## src/rtl/mem_port_arbiter.sv

```systemverilog
// mem_port_arbiter
// Shares one byte-wide RAM port between instruction fetch (IF) and the data
// stage (MEM). Each granted access is split into byte cycles; read bytes are
// assembled little-endian and returned with a one-cycle done pulse.
module mem_port_arbiter #(
    parameter int ADDR_W    = 32,
    parameter bit DATA_PRIO = 1'b1
) (
    input  logic              clk,
    input  logic              rst,
    input  logic              if_req,
    input  logic [ADDR_W-1:0] if_addr,
    output logic [31:0]       if_data,
    output logic              if_done,
    input  logic              mem_req,
    input  logic              mem_we,
    input  logic [1:0]        mem_len,
    input  logic [ADDR_W-1:0] mem_addr,
    input  logic [31:0]       mem_wdata,
    output logic [31:0]       mem_rdata,
    output logic              mem_done,
    output logic [ADDR_W-1:0] ram_addr,
    output logic              ram_wr,
    output logic [7:0]        ram_dout,
    input  logic [7:0]        ram_din,
    output logic              if_stall_request,
    output logic              mem_stall_request
);

    typedef enum logic [1:0] {
        ST_IDLE = 2'd0,
        ST_RUN  = 2'd1,
        ST_DONE = 2'd2
    } state_t;

    // Number of byte cycles for a data access; the reserved length code
    // behaves like a word.
    function automatic logic [2:0] byte_count(input logic [1:0] len);
        logic [2:0] n;
        case (len)
            2'b00:   n = 3'd1;
            2'b01:   n = 3'd2;
            default: n = 3'd4;
        endcase
        return n;
    endfunction

    state_t            state_r;
    state_t            state_next_s;
    logic              grant_if_s;
    logic              grant_mem_s;
    logic              last_s;
    logic              owner_mem_r;
    logic              we_r;
    logic [2:0]        n_r;
    logic [2:0]        cnt_r;
    logic [31:0]       wdata_r;
    logic [23:0]       rbuf_r;
    logic [31:0]       rdata_final_s;
    logic [ADDR_W-1:0] ram_addr_r;
    logic              ram_wr_r;
    logic [7:0]        ram_dout_r;
    logic              if_done_r;
    logic              mem_done_r;
    logic [31:0]       if_data_r;
    logic [31:0]       mem_rdata_r;

    assign if_data           = if_data_r;
    assign if_done           = if_done_r;
    assign mem_rdata         = mem_rdata_r;
    assign mem_done          = mem_done_r;
    assign ram_addr          = ram_addr_r;
    assign ram_wr            = ram_wr_r;
    assign ram_dout          = ram_dout_r;
    assign if_stall_request  = if_req & ~if_done_r;
    assign mem_stall_request = mem_req & ~mem_done_r;

    // Grant decision: only in IDLE, priority chosen by DATA_PRIO.
    always_comb begin
        grant_if_s  = 1'b0;
        grant_mem_s = 1'b0;
        if (state_r == ST_IDLE) begin
            if (mem_req && ((DATA_PRIO == 1'b1) || !if_req)) begin
                grant_mem_s = 1'b1;
            end else if (if_req) begin
                grant_if_s = 1'b1;
            end else begin
                grant_if_s  = 1'b0;
                grant_mem_s = 1'b0;
            end
        end else begin
            grant_if_s  = 1'b0;
            grant_mem_s = 1'b0;
        end
    end

    // Last RUN cycle: writes end after N byte cycles, reads need one extra
    // cycle to catch the final byte coming back from the RAM.
    always_comb begin
        last_s = 1'b0;
        if (we_r) begin
            last_s = (cnt_r == (n_r - 3'd1));
        end else begin
            last_s = (cnt_r == n_r);
        end
    end

    // Final read word: earlier bytes from the buffer, last byte straight
    // from the RAM, unused upper bytes zero.
    always_comb begin
        rdata_final_s = 32'h0000_0000;
        case (n_r)
            3'd1:    rdata_final_s = {24'h00_0000, ram_din};
            3'd2:    rdata_final_s = {16'h0000, ram_din, rbuf_r[7:0]};
            default: rdata_final_s = {ram_din, rbuf_r};
        endcase
    end

    // Next-state logic for IDLE -> RUN -> DONE -> IDLE.
    always_comb begin
        state_next_s = state_r;
        case (state_r)
            ST_IDLE: begin
                if (grant_if_s || grant_mem_s) begin
                    state_next_s = ST_RUN;
                end else begin
                    state_next_s = ST_IDLE;
                end
            end
            ST_RUN: begin
                if (last_s) begin
                    state_next_s = ST_DONE;
                end else begin
                    state_next_s = ST_RUN;
                end
            end
            ST_DONE: state_next_s = ST_IDLE;
            default: state_next_s = ST_IDLE;
        endcase
    end

    // State register.
    always_ff @(posedge clk or negedge rst) begin
        if (!rst) begin
            state_r <= ST_IDLE;
        end else begin
            state_r <= state_next_s;
        end
    end

    // Access context: latched at grant, then stepped once per RUN cycle.
    always_ff @(posedge clk or negedge rst) begin
        if (!rst) begin
            owner_mem_r <= 1'b0;
            we_r        <= 1'b0;
            n_r         <= 3'd0;
            cnt_r       <= 3'd0;
            wdata_r     <= 32'h0000_0000;
            rbuf_r      <= 24'h00_0000;
        end else begin
            case (state_r)
                ST_IDLE: begin
                    cnt_r  <= 3'd0;
                    rbuf_r <= 24'h00_0000;
                    if (grant_mem_s) begin
                        owner_mem_r <= 1'b1;
                        we_r        <= mem_we;
                        n_r         <= byte_count(mem_len);
                        // byte 0 goes straight to ram_dout; keep the rest
                        wdata_r     <= {8'h00, mem_wdata[31:8]};
                    end else if (grant_if_s) begin
                        owner_mem_r <= 1'b0;
                        we_r        <= 1'b0;
                        n_r         <= 3'd4;
                        wdata_r     <= 32'h0000_0000;
                    end else begin
                        wdata_r <= wdata_r;
                    end
                end
                ST_RUN: begin
                    cnt_r <= cnt_r + 3'd1;
                    if (we_r) begin
                        wdata_r <= {8'h00, wdata_r[31:8]};
                    end else begin
                        // byte k-1 arrives while the counter reads k
                        case (cnt_r)
                            3'd1:    rbuf_r[7:0]   <= ram_din;
                            3'd2:    rbuf_r[15:8]  <= ram_din;
                            3'd3:    rbuf_r[23:16] <= ram_din;
                            default: rbuf_r        <= rbuf_r;
                        endcase
                    end
                end
                default: begin
                    cnt_r <= 3'd0;
                end
            endcase
        end
    end

    // Registered RAM-side and requester-side outputs.
    always_ff @(posedge clk or negedge rst) begin
        if (!rst) begin
            ram_addr_r  <= {ADDR_W{1'b0}};
            ram_wr_r    <= 1'b0;
            ram_dout_r  <= 8'h00;
            if_done_r   <= 1'b0;
            mem_done_r  <= 1'b0;
            if_data_r   <= 32'h0000_0000;
            mem_rdata_r <= 32'h0000_0000;
        end else begin
            case (state_r)
                ST_IDLE: begin
                    if_done_r   <= 1'b0;
                    mem_done_r  <= 1'b0;
                    if_data_r   <= 32'h0000_0000;
                    mem_rdata_r <= 32'h0000_0000;
                    if (grant_mem_s) begin
                        ram_addr_r <= mem_addr;
                        ram_wr_r   <= mem_we;
                        ram_dout_r <= mem_we ? mem_wdata[7:0] : 8'h00;
                    end else if (grant_if_s) begin
                        ram_addr_r <= if_addr;
                        ram_wr_r   <= 1'b0;
                        ram_dout_r <= 8'h00;
                    end else begin
                        ram_addr_r <= {ADDR_W{1'b0}};
                        ram_wr_r   <= 1'b0;
                        ram_dout_r <= 8'h00;
                    end
                end
                ST_RUN: begin
                    if (last_s) begin
                        ram_addr_r  <= {ADDR_W{1'b0}};
                        ram_wr_r    <= 1'b0;
                        ram_dout_r  <= 8'h00;
                        if_done_r   <= ~owner_mem_r;
                        mem_done_r  <= owner_mem_r;
                        if_data_r   <= owner_mem_r ? 32'h0000_0000 : rdata_final_s;
                        mem_rdata_r <= (owner_mem_r && !we_r) ? rdata_final_s
                                                              : 32'h0000_0000;
                    end else begin
                        // address wraps naturally modulo 2^ADDR_W
                        ram_addr_r <= ram_addr_r + {{(ADDR_W-1){1'b0}}, 1'b1};
                        ram_wr_r   <= we_r;
                        ram_dout_r <= we_r ? wdata_r[7:0] : 8'h00;
                    end
                end
                default: begin
                    ram_addr_r  <= {ADDR_W{1'b0}};
                    ram_wr_r    <= 1'b0;
                    ram_dout_r  <= 8'h00;
                    if_done_r   <= 1'b0;
                    mem_done_r  <= 1'b0;
                    if_data_r   <= 32'h0000_0000;
                    mem_rdata_r <= 32'h0000_0000;
                end
            endcase
        end
    end

endmodule

```

## config.mk

```make
export PLATFORM = sky130hd
export DESIGN_NAME = mem_port_arbiter
export DESIGN_NICKNAME = d
export VERILOG_FILES = /design/src/rtl/mem_port_arbiter.sv
export SDC_FILE = /design/constraint.sdc
export NUM_CORES = 1
export LEC_CHECK = 0
export CORE_MARGIN = 8
export CORE_UTILIZATION = 47
export DETAILED_ROUTE_END_ITERATION = 12
export MAX_ROUTING_LAYER = met4
export PLACE_DENSITY = 0.8
export SLEW_MARGIN = 20
export SYNTH_ARGS = -nofsm -noshare
export SYNTH_HDL_FRONTEND = slang
export SYNTH_SLANG_ARGS = --single-unit
```

## constraint.sdc

```tcl
create_clock -name clk -period 3.6 [get_ports clk]
set_clock_uncertainty 0.15 [all_clocks]
set_input_delay 0.54 -clock clk [delete_from_list [all_inputs] [get_ports clk]]
set_output_delay 0.54 -clock clk [all_outputs]
set_load 0.01 [all_outputs]
```

==> results by group <==
Worst setup path
  • CP Launch Point: n_r[0]
  • CP Max Fanout: 16
  • Startpoint types: register
  • Worst r2r src: n_r[0]
  • Worst Path Required: 3.81 ns
  • Crit path DAT: 3.18 ns
  • Critical R2R Capture: if_data[20]
  • Reg2Reg Setup Slack: 0.63 ns
  • Crit end category: register
  • Worst reg2reg path depth: 7
  • Critical path type: register to register

Layout
  • # fillers: 1136
  • Nets: 954
  • Area Growth Syn to Fin: 40.29%
  • Share of post-route cells with drive strength above 1: 9.080%
  • Final Instance Count excl. Fillers: 1036
  • Commonest non-fill, non-tap cell in the layout: clkdlybuf4s50_1
  • Most frequent cells in the layout: clkdlybuf4s50_1, dfrtp_1, nor2_1, a22oi_1, a22o_1
  • N_diodes: 0

Placement
  • Gpl congestion: 0.9237
  • Hpwl dp: 16.22 mm
  • Port Buffers: 219
  • Placed cell count: 1004

Synthesis
  • Seq/Total Area, Yosys: 56.51%
  • Asr flop ratio synth: 100.0%
  • Synth Area in XOR/XNOR: 4.144%
  • Syn_nets: 749
  • Avg Synthesized Cell Area: 11.60 µm²
  • Synth Area in Adders: 1.370%
  • Distinct cells, synth: 42
  • Largest family of logic cells by synthesized area: compound AO/OA/AOI/OAI gates
  • Multiplexer share of the synthesized area: 3.699%
  • Register bit total from synthesis: 165
  • Top_reg_cell synth: dfrtp_1
  • Post-Synthesis Cells: 630
  • Number of enable flip-flop cells after synthesis: 0
  • Compound-cell area share of the yosys netlist: 20.38%
  • Post-Syn Area: 7307 µm²
  • Simple-gate share of the synthesized area: 10.74%
  • Ys Warns: 0

Power
  • Pwr dens: 811.7 nW/µm²
  • Pleak: 4.266 nW
  • VDD IR max: 0.5705 mV
  • Tot Pwr: 8.321 mW

Route
  • DR vias: 6126
  • Wire per inst: 21.29 µm
  • # DRC: 0
  • DR pass1 iterations: 7
  • Vias/cell: 5.913
  • Detailed router's first-iteration violation count: 483
  • ANT nets after route: 0
  • Final wirelength: 22.06 mm

Floorplan
  • Die X: 140.7 µm
  • Chip Height: 140.7 µm
  • Die area: 19790 µm²
  • Starting Density: 48.07%
  • # rows: 45
  • Top Ports: 220
  • Core Region: 15200 µm²

Timing
  • Final hold vios: 0
  • Fin crit period: 2.971 ns
  • Worst Max-Slew Pin Slew: 1.000 ns
  • Setup TNS: 0 ns
  • RSZ-0062 raised after global routing: no
  • Slew Viols, Final: 0
  • Max-slew headroom: 33.20%
  • Peak Freq: 336.6 MHz
  • Period utilisation layout: 82.52%
  • Final setup vio count: 0

GRT
  • Total GRT Usage: 22.96%
  • Total gr overflow: 0
  • Initial antenna violation count: 0
  • Vias in the first global route: 6385
  • First-pass GRT wire length: 35.03 mm
  • Pin count of the biggest net entering global routing: 101

Clocking
  • Hold Buf Count CTS: 0
  • Skew-Pair Late Insertion Delay: 0.43 ns
  • Clock sinks: 165
  • # resized after CTS: 0
  • Clock tree buffer depth: 2
  • Post-CTS Setup Inserts: 0
  • H-tree levels: 4
  • Clock transition at path regs: 0.07 ns
  • CTS tree: built
  • Clk root buf: clkbuf_16
  • Clock buffer count from CTS: 17

Worst hold path
  • Worst min path class: input pin to async pin

Run
  • # Max-Cap Violations: 0

Status
  • Status: completed
-- through the flow --
step	util (%)	hold WS (ns)	setup WS (ns)	instance area [µm²]
4_1_cts	67.43	0.09862	0.6200	10250
3_5_place_dp	63.60	0.3270	0.6399	9669
6_report	67.43	0.07609	0.6293	10250
3_3_place_gp	63.60	0.3248	0.7543	9669
2_1_floorplan	-	0.09441	1.045	7307
5_1_grt	67.43	0.1446	0.4680	10250
-- state kept, by name, summed over array words and instances (netlist names) --
| name | count |
|---|---|
| mem_done | 1 |
| cnt_r | 3 |
| ram_dout | 8 |
| we_r | 1 |
| mem_rdata | 32 |
| ram_wr | 1 |
| n_r | 3 |
| ram_addr | 32 |
| if_done | 1 |
| if_data | 32 |
| owner_mem_r | 1 |
| rbuf_r | 24 |
| wdata_r | 24 |
| state_r | 2 |
-- synth_stat cells (all sizes together) (5+ instances only) --
| cell type | count | area [µm²] |
|---|---|---|
| inv | 11 | 41.29 |
| xnor2 | 25 | 219.0 |
| nor3 | 9 | 50.05 |
| nand2 | 24 | 90.09 |
| a32o | 8 | 80.08 |
| a221oi | 16 | 140.1 |
| nor2 | 51 | 191.4 |
| mux2 | 24 | 270.3 |
| a22o | 40 | 350.3 |
| nand4 | 8 | 50.05 |
| a21oi | 7 | 35.03 |
| xor2 | 7 | 61.31 |
| o22ai | 12 | 75.07 |
| o21ai | 19 | 95.09 |
| and2 | 11 | 68.82 |
| dfrtp | 165 | 4129 |
| nor4 | 9 | 56.30 |
| buf | 10 | 58.80 |
| nor2b | 7 | 43.79 |
| nand3 | 13 | 65.06 |
| ha | 8 | 100.1 |
| a22oi | 48 | 360.4 |
| clkbuf | 35 | 131.4 |
| o2bb2ai | 33 | 289.0 |
| and4 | 5 | 43.79 |
-- critical path, stage by stage (launching register included) --
cell and delay, ns:
dfrtp_1 0.40, inv_1 0.08, ha_1 0.28, nand2b_1 0.15, and3_1 0.21, or4b_4 0.62
nor4b_4 0.76, a22o_1 0.24
-- per-layer routing --
| metal | global-route usage [%] | vias up | part of all wire, % | routed length, µm |
|---|---|---|---|---|
| li1 | - | 2781 | - | - |
| met1 | 27.33 | 3030 | 41 | 9090 |
| met2 | 36.38 | 289 | 48 | 10630 |
| met3 | 7.833 | 26 | 9.1 | 1997 |
| met4 | 6.900 | 0 | 1.5 | 340 |
| met5 | - | - | 0 | 0 |
-- cells by family (layout without fill, tap and decap cells) --
logic type      Yosys count  count (layout)
fa+ha+maj                 8               8
buf+inv                  56             274
flops                   165             165
mux                      24              24
simple gates            152             152
compound gates          192             192
xor+xnor                 33              33
-- report_power, final --
| part | internal, mW | leakage, nW | switching (mW) | total, mW |
|---|---|---|---|---|
| Clock | 0.992 | 0.276 | 0.787 | 1.78 |
| Combinational | 1.65 | 1.80 | 1.82 | 3.47 |
| Sequential | 2.50 | 2.19 | 0.574 | 3.07 |
-- area by class of cell --
cell class / count / area (µm²) / share of cell area [%]
Tap cell: 188 / 235.2 / 2.295
Multi-Input combinational cell: 409 / 2968 / 28.95
Clock inverter: 14 / 142.6 / 1.391
Sequential cell: 165 / 4129 / 40.28
Clock buffer: 18 / 439.2 / 4.284
Inverter: 11 / 41.29 / 0.4028
Timing Repair Buffer: 231 / 2296 / 22.40
-- worst max path at each step --
stage	endpoint	slack, ns	depth (start not counted)
floorplan	if_data[22]	1.05	9
global placement	if_data[26]	0.75	7
detailed placement	if_data[29]	0.64	7
CTS	if_data[20]	0.62	7
global route	if_data[20]	0.47	7
finish	if_data[20]	0.63	7
Power figures use the tool's default switching activity.
